`config.mk`:
```
export PLATFORM = sky130hd
export DESIGN_NAME = match_result_fifo
export DESIGN_NICKNAME = d
export VERILOG_FILES = /design/src/rtl/match_result_fifo.sv
export SDC_FILE = /design/constraint.sdc
export NUM_CORES = 1
export LEC_CHECK = 0
export CORE_AREA = 3 3 360 362
export DETAILED_ROUTE_END_ITERATION = 10
export DIE_AREA = 0 0 363 365
export GPL_TIMING_DRIVEN = 0
export PLACE_DENSITY = 0.64
export SLEW_MARGIN = 20
export SYNTH_ARGS = -nofsm -noshare
export SYNTH_HDL_FRONTEND = slang
export SYNTH_SLANG_ARGS = --single-unit
```
`constraint.sdc`:
```
create_clock -name i_fclk -period 9.93 [get_ports i_fclk]
set_input_delay 0.993 -clock i_fclk [delete_from_list [all_inputs] [get_ports i_fclk]]
set_output_delay 0.993 -clock i_fclk [all_outputs]
set_load 0.02 [all_outputs]
```
`src/rtl/match_result_fifo.sv`:
```
// -----------------------------------------------------------------------------
// match_result_fifo
//
// Purpose:
//   Captures words from the matching controller into a first-word-fall-through
//   FIFO. Each entry stores the word together with a 32-bit timestamp taken
//   from a free-running cycle counter. The software-side register block pops
//   entries one at a time. The block also keeps saturating statistics: words
//   accepted and words dropped because the FIFO was full.
//
// Ports:
//   i_fclk            sole clock, rising edge
//   i_reset_n         synchronous active-low reset (highest priority)
//   i_wr_valid        one-cycle capture strobe per matched word
//   i_wr_data         matched word, sampled with i_wr_valid
//   i_rd_en           pop request; ignored while empty
//   i_flush           discard all entries (statistics kept)
//   i_counter_reset   clear statistics and the timestamp counter
//   o_rd_data         head-entry data (don't-care while empty)
//   o_rd_stamp        head-entry timestamp (don't-care while empty)
//   o_empty / o_full  registered flags derived from the level
//   o_level           current entry count, 0..DEPTH
//   o_irq             level flag, o_level >= IRQ_THRESHOLD
//   o_capture_count   accepted words since last clear, saturating
//   o_drop_count      words dropped on full since last clear, saturating
//
// Handshake:
//   Write side has no back-pressure: a word is offered for exactly the cycle
//   i_wr_valid is high. It is stored when the FIFO is not full, or when it is
//   full and a pop happens in the same cycle; otherwise it is counted as a
//   drop. Read side: a pop happens on a cycle with i_rd_en=1 and o_empty=0;
//   o_rd_data/o_rd_stamp show the entry being popped during that cycle.
//   i_flush suppresses both the write and the read of its cycle.
// -----------------------------------------------------------------------------
module match_result_fifo #(
  parameter int DATA_WIDTH    = 64,
  parameter int DEPTH         = 16,
  parameter int IRQ_THRESHOLD = 8
) (
  input  logic                     i_fclk,
  input  logic                     i_reset_n,
  input  logic                     i_wr_valid,
  input  logic [DATA_WIDTH-1:0]    i_wr_data,
  input  logic                     i_rd_en,
  input  logic                     i_flush,
  input  logic                     i_counter_reset,
  output logic [DATA_WIDTH-1:0]    o_rd_data,
  output logic [31:0]              o_rd_stamp,
  output logic                     o_empty,
  output logic                     o_full,
  output logic [$clog2(DEPTH):0]   o_level,
  output logic                     o_irq,
  output logic [31:0]              o_capture_count,
  output logic [31:0]              o_drop_count
);

  localparam int PW = $clog2(DEPTH);
  localparam int LW = PW + 1;

  // Level constants sized to the level register so comparisons stay exact.
  localparam logic [LW-1:0] DEPTH_L = LW'(DEPTH);
  localparam logic [LW-1:0] IRQ_L   = LW'(IRQ_THRESHOLD);
  localparam logic [31:0]   SAT_MAX = 32'hFFFF_FFFF;

  // ---------------------------------------------------------------------------
  // State
  // ---------------------------------------------------------------------------
  logic [31:0]           ts_q;
  logic [PW-1:0]         wr_ptr_q;
  logic [PW-1:0]         rd_ptr_q;
  logic [LW-1:0]         level_q;
  logic                  empty_q;
  logic                  full_q;
  logic                  irq_q;
  logic [31:0]           capture_q;
  logic [31:0]           drop_q;

  // Entry storage: no reset so it can map onto RAM.
  logic [DATA_WIDTH-1:0] data_mem  [DEPTH];
  logic [31:0]           stamp_mem [DEPTH];

  // ---------------------------------------------------------------------------
  // Per-cycle decisions
  // ---------------------------------------------------------------------------
  logic                  do_rd;
  logic                  do_wr;
  logic                  do_drop;
  logic [LW-1:0]         level_next;

  always_comb begin
    do_rd      = 1'b0;
    do_wr      = 1'b0;
    do_drop    = 1'b0;
    level_next = level_q;

    if (!i_flush) begin
      // A pop on empty is ignored, which also makes write+read on an empty
      // FIFO a plain write.
      do_rd   = i_rd_en && !empty_q;
      // On a full FIFO the same-cycle pop frees the slot being written.
      do_wr   = i_wr_valid && (!full_q || do_rd);
      do_drop = i_wr_valid && full_q && !do_rd;
      level_next = level_q + LW'(do_wr) - LW'(do_rd);
    end else begin
      level_next = '0;
    end
  end

  // ---------------------------------------------------------------------------
  // Control registers
  // ---------------------------------------------------------------------------
  always_ff @(posedge i_fclk) begin
    if (!i_reset_n) begin
      ts_q      <= '0;
      wr_ptr_q  <= '0;
      rd_ptr_q  <= '0;
      level_q   <= '0;
      empty_q   <= 1'b1;
      full_q    <= 1'b0;
      irq_q     <= 1'b0;
      capture_q <= '0;
      drop_q    <= '0;
    end else begin
      // Timestamp: free-running, wraps naturally at 32 bits.
      if (i_counter_reset) begin
        ts_q <= '0;
      end else begin
        ts_q <= ts_q + 32'd1;
      end

      // Pointers wrap modulo DEPTH because DEPTH is a power of two.
      if (i_flush) begin
        wr_ptr_q <= '0;
        rd_ptr_q <= '0;
      end else begin
        if (do_wr) begin
          wr_ptr_q <= wr_ptr_q + PW'(1);
        end
        if (do_rd) begin
          rd_ptr_q <= rd_ptr_q + PW'(1);
        end
      end

      // Flags are computed from the next level so all four agree each cycle.
      level_q <= level_next;
      empty_q <= (level_next == '0);
      full_q  <= (level_next == DEPTH_L);
      irq_q   <= (level_next >= IRQ_L);

      // Statistics: a clear in the same cycle as a capture wins.
      if (i_counter_reset) begin
        capture_q <= '0;
        drop_q    <= '0;
      end else begin
        if (do_wr && (capture_q != SAT_MAX)) begin
          capture_q <= capture_q + 32'd1;
        end
        if (do_drop && (drop_q != SAT_MAX)) begin
          drop_q <= drop_q + 32'd1;
        end
      end
    end
  end

  // ---------------------------------------------------------------------------
  // Entry RAM. The stamp is the counter value of the capture cycle, i.e. the
  // pre-clear value when i_counter_reset arrives together with the write.
  // ---------------------------------------------------------------------------
  always_ff @(posedge i_fclk) begin
    if (i_reset_n && do_wr) begin
      data_mem[wr_ptr_q]  <= i_wr_data;
      stamp_mem[wr_ptr_q] <= ts_q;
    end
  end

  // ---------------------------------------------------------------------------
  // Outputs: head entry shown combinationally from the read pointer.
  // ---------------------------------------------------------------------------
  assign o_rd_data       = data_mem[rd_ptr_q];
  assign o_rd_stamp      = stamp_mem[rd_ptr_q];
  assign o_empty         = empty_q;
  assign o_full          = full_q;
  assign o_level         = level_q;
  assign o_irq           = irq_q;
  assign o_capture_count = capture_q;
  assign o_drop_count    = drop_q;

endmodule

```
; ---- Word-level counts from Yosys, hierarchy flattened
; Memory sizes are Yosys's and may differ from the RTL's. A register that Yosys moved wholly into a read port is not among the register bits.
; Cells that the tools add are included.
[op_classes]
add_sub_neg = 7
order_cmp = 1
eq_ne = 3
mux = 10
bitwise_logic = 1
n_reduce_logical = 14
[op_table]
columns = cell, n
row1 = "adder 32 x 1 -> 32 bit, second input constant", 3
row2 = "!= test 32 bit, second input constant", 2
row3 = two-way mux 4 bit, 4
row4 = "adder 4 x 1 -> 4 bit, second input constant", 2
row5 = logical AND 1 bit, 7
row6 = adder 5 x 1 -> 5 bit, 1
row7 = "equality test 5 bit, second input constant", 1
row8 = "greater-or-equal comparator 5 x 4 -> 1 bit, second input constant", 1
row9 = logical NOT 5 bit, 1
row10 = two-way mux 1 bit, 5
row11 = two-way mux 5 bit, 1
row12 = subtractor 5 x 1 -> 5 bit, 1
row13 = OR reduction 2 bit, 2
row14 = logical NOT 1 bit, 3
row15 = logical OR 1 bit, 1
row16 = NOT 1 bit, 1
[word_totals]
regBits = 112
ram_bits = 1536
inputBits = 70
output_inout_bits = 168
wordCells = 47
n_memories = 2
[memory_table]
columns = name, words, word_bits, read_ports, rd_ports_with_merged_regs, wr, line
row1 = data_mem, 16, 64, 1, 1, 1, 79  ; logic [DATA_WIDTH-1:0] data_mem [DEPTH];
row2 = stamp_mem, 16, 32, 1, 1, 1, 80  ; logic [31:0] stamp_mem [DEPTH];

; ---- Longest topological paths before layout
[depth]
word_depth = 8
depth_mapped = 12
ltp_nobuf = 12

; ---- Least setup slack after synthesis
; OpenSTA, ideal clock, no wires.
[synth_timing]
path_kind = input -> register
startpoint = in i_rd_en
endpoint = mem data_mem[3][0], enable pin
setup_ns = 0.668
t_arrival_ns = 8.231
required_time_ns = 9.262
setup_slack_ns = 1.031
cell_stages = 6
path_cell_list = nand2b_2 clkinv_1 o21ai_0 nor2_1 nand2_1 nor3_1
[synth_between]
elab_chain_cells = 7
[synth_rtl]
columns = item, line
row1 = "start, declared", 44  ; input logic i_rd_en,
row2 = logical AND 1 bit, 99  ; do_rd = i_rd_en && !empty_q;
row3 = logical OR 1 bit, 101  ; do_wr = i_wr_valid && (!full_q || do_rd);
row4 = logical AND 1 bit, 101
row5 = two-way mux 1 bit, 96  ; if (!i_flush) begin
row6 = logical AND 1 bit, 170  ; if (i_reset_n && do_wr) begin
row7 = two-way mux 1 bit, 170
row8 = two-way mux 1 bit (not written as such), 171  ; data_mem[wr_ptr_q] <= i_wr_data;
row9 = "end, declared", 79
; Every way passes these cells.

==> impl_metrics.tcl <==
set metrics [dict create \
    initial_core_util 0.497 \
    crit_path_start_kind "flip-flop" \
    viasPerCell 6.11 \
    portBuffers 237 \
    layout-drive-gt1-share 0.281 \
    wl_per_cell_um 30.0 \
    wl_met1_um 60000 \
    hold_violations 0 \
    setup_viol 0 \
    antenna_found_initial 11 \
    grt_setup_unrepaired "no" \
    finalCritPeriodShare 0.569 \
    syn_area_per_cell_sq_um 22.5 \
    fp.coreArea_sq_mm 0.127 \
    cp-end-kind "primary output" \
    drv_slew 0 \
    synth-seq-cells 1652 \
    fillers 8756 \
    numCtsBuffers 165 \
    synth_flop_cell "edfxtp_1" \
    io-pin-count 238 \
    fin_worst_skew_ns 0.0441 \
    synth-seq-area-share 0.768 \
    fin_area_sq_mm 0.0755 \
    cts_hold_buf 0 \
    synth_top_area_cell "edfxtp_1" \
    critPathKind "reg -> out" \
    cellLeakagePower_nw 22.6 \
    netlist_area_sq_mm 0.0631 \
    gp_congestion 0.787 \
    clock-sinks 1652 \
    hpwl_um 102000 \
    drt-initial-drc-count 3552 \
    cts_tree "built" \
    post-cts-setup-buffer-count 0 \
    wl_met3_um 13500 \
    cp.arrival_ns 4.65 \
    hold_start "o_drop_count[15]$_SDFFE_PP0P_" \
    dr.pass1.iters 5 \
    grt_pass1_wl_um 225000 \
    fmax_mhz 177 \
    synthToLayoutAreaGrowth_pct 19.7 \
    die_w_um 363 \
    worstRegToRegCells 11 \
    syn_nets 2887 \
    wl_met2_um 77800 \
    synth_cell_types 59 \
    tightest_slew_ns 1.13 \
    status "completed" \
    maxCapViolations 0 \
    r2r_slack_ns 6.02 \
    timing.rr.start "o_empty$_SDFF_PN1_" \
    grt_pass1_vias 32800 \
    synthArstFlopShare 0 \
    clk_pin_slew_worst_paths_ns 0.06 \
    pre_cts_ws_ns 5.00 \
    syn-instance-count 2803 \
    hp-class "reg -> reg" \
    crit_chain "clkbuf_1 -> clkbuf_1 -> buf_2 -> mux4_2 -> mux4_2 -> clkdlybuf4s50_1" \
    worst_hold_path.endpoint "o_drop_count[15]$_SDFFE_PP0P_" \
    min_period_ns 5.65 \
    slowest_stage "clkbuf_1" \
    wl_um 155000 \
    fin_nets 3440 \
    cts_buffer_depth 3 \
    synth_area_leaders "edfxtp_1 73%, mux4_2 17%, dfxtp_1 3.7%" \
    slew_headroom 0.249 \
    h-tree-depth 4 \
    fp-row-count 131 \
    grt_util_all_layers 0.237 \
    postRouteAntennaNets 0 \
    holdPathStages 2 \
    cts_root_buf "clkbuf_16" \
    powerDensity_mw_per_mm2 189 \
    die_h_um 365 \
    max_stage_delay_ns 0.88 \
    grt_max_degree 23 \
    worst_ir_drop_vdd_v 0.000163 \
    post_cts_resized 0 \
    synth_edf_count 1536 \
    placed_area_sq_mm 0.0701 \
    num_vias 31500 \
    grt-ovfl-total 0 \
    r2r-end "data_mem[3][9]$_DFFE_PP_" \
    dieArea_sq_mm 0.132 \
    clk_latency_ns 0.81 \
    maxUsedRoutingLayer "met5" \
    yosysWarnings 0 \
    crit_fanout 10 \
    required_ns 8.94 \
    drc 0 \
    fin_ws_ns 4.28 \
    synth_top_cell_area_share 0.731 \
]
where the power goes:
group	switching (mW)	internal (mW)	total [mW]
Sequential	0.0108	7.59	7.60
Combinational	0.238	0.191	0.429
Clock	2.65	3.57	6.22
Total	2.90	11.4	14.2
worst max path at each step:
stage | start | endpoint | slack, ns | cells past startpoint
after floorplan | i_rd_en | data_mem[3][0]$_DFFE_PP_ | 1.03 | 6
after global placement | i_rd_en | data_mem[1][18]$_DFFE_PP_ | -8.93 | 7
after detailed placement | i_rd_en | data_mem[3][13]$_DFFE_PP_ | 5.00 | 12
after CTS | flip-flop | o_rd_data[2] | 4.17 | 6
after global routing | flip-flop | o_rd_data[2] | 4.17 | 6
final | flip-flop | o_rd_stamp[31] | 4.28 | 6
area by class of cell:
class                           instances  area, sq um  area share
Clock buffer                          210         4370      0.0578
Sequential cell                      1652        48400       0.641
Timing Repair Buffer                  386         4790      0.0634
Clock inverter                         94         1080      0.0144
Multi-Input combinational cell       1001        14100       0.186
Inverter                               20         75.1    0.000994
Buffer                                130          594     0.00787
Tap cell                             1662         2080      0.0275
Antenna cell                            5         12.5    0.000166
cells by family (layout without fill, tap and decap cells):
kind of cell / after synthesis / count (layout) / share of synthesized area
XOR/XNOR: 36 / 36 / 0.00500
adder cells (fa/ha/maj): 14 / 14 / 0.00290
other: 0 / 5 / 0
multiplexers: 481 / 481 / 0.172
buffers and inverters: 150 / 840 / 0.0105
flip-flops: 1652 / 1652 / 0.768
AND/OR/NAND/NOR: 321 / 321 / 0.0275
AO/OA/AOI/OAI: 149 / 149 / 0.0146
cells in the mapped netlist (all sizes together), types with 13 or more instances:
cell type / n
a21oi: 67
xnor2: 14
nand4: 31
ha: 13
edfxtp: 1536
xor2: 22
or3: 44
mux4: 480
inv: 19
o21ai: 46
and3: 13
nand2: 55
clkbuf: 76
nand3: 37
or4: 13
buf: 54
dfxtp: 116
nor2: 74
placed cells by master (no fill, tap or decap), types with 29 or more instances in the layout:
master / instances
edfxtp_1: 1536
mux4_2: 480
clkdlybuf4s50_1: 237
clkbuf_16: 166
dfxtp_1: 116
clkbuf_1: 108
nor2_1: 62
buf_4: 62
a21oi_1: 57
nand2_1: 55
buf_2: 46
buf_12: 41
o21ai_0: 39
buf_16: 37
or3_1: 35
nand3_1: 35
clkinv_1: 32
nand4_1: 29
critical path, delay by kind of cell (launching register included):
kind | cells | cell delay [ns]
DFF | 1 | 0.32
muxes | 2 | 1.17
buffers and inverters | 4 | 2.37
layer usage:
| metal | track usage | up-vias |
|---|---|---|
| met4 | 0.0678 | 8 |
| met5 | 0 | - |
| met2 | 0.392 | 1379 |
| met3 | 0.0546 | 250 |
| li1 | - | 13100 |
| met1 | 0.320 | 16800 |
state kept, by name, indices dropped and copies added (netlist names), named ones only:
name             cells
o_full               1
o_irq                1
rd_ptr_q             4
o_level              5
o_capture_count     32
ts_q                32
o_drop_count        32
o_empty              1
data_mem          1024
stamp_mem          512
wr_ptr_q             4
stage by stage:
stage / util / TNS (ns) / total power [mW] / std cells / hold slack, ns
after floorplan: - / 0 / 7.97 / 2803 / 0.468
after global placement: 0.532 / -7010.14 / 8.17 / 4702 / 0.484
after detailed placement: 0.552 / 0 / 8.18 / 4851 / 0.495
after CTS: 0.594 / 0 / 14.4 / 5155 / 0.510
after global routing: 0.594 / 0 / 14.7 / 5155 / 0.551
final: 0.595 / 0 / 14.2 / 5160 / 0.502
(Power assumes the default switching activity.)
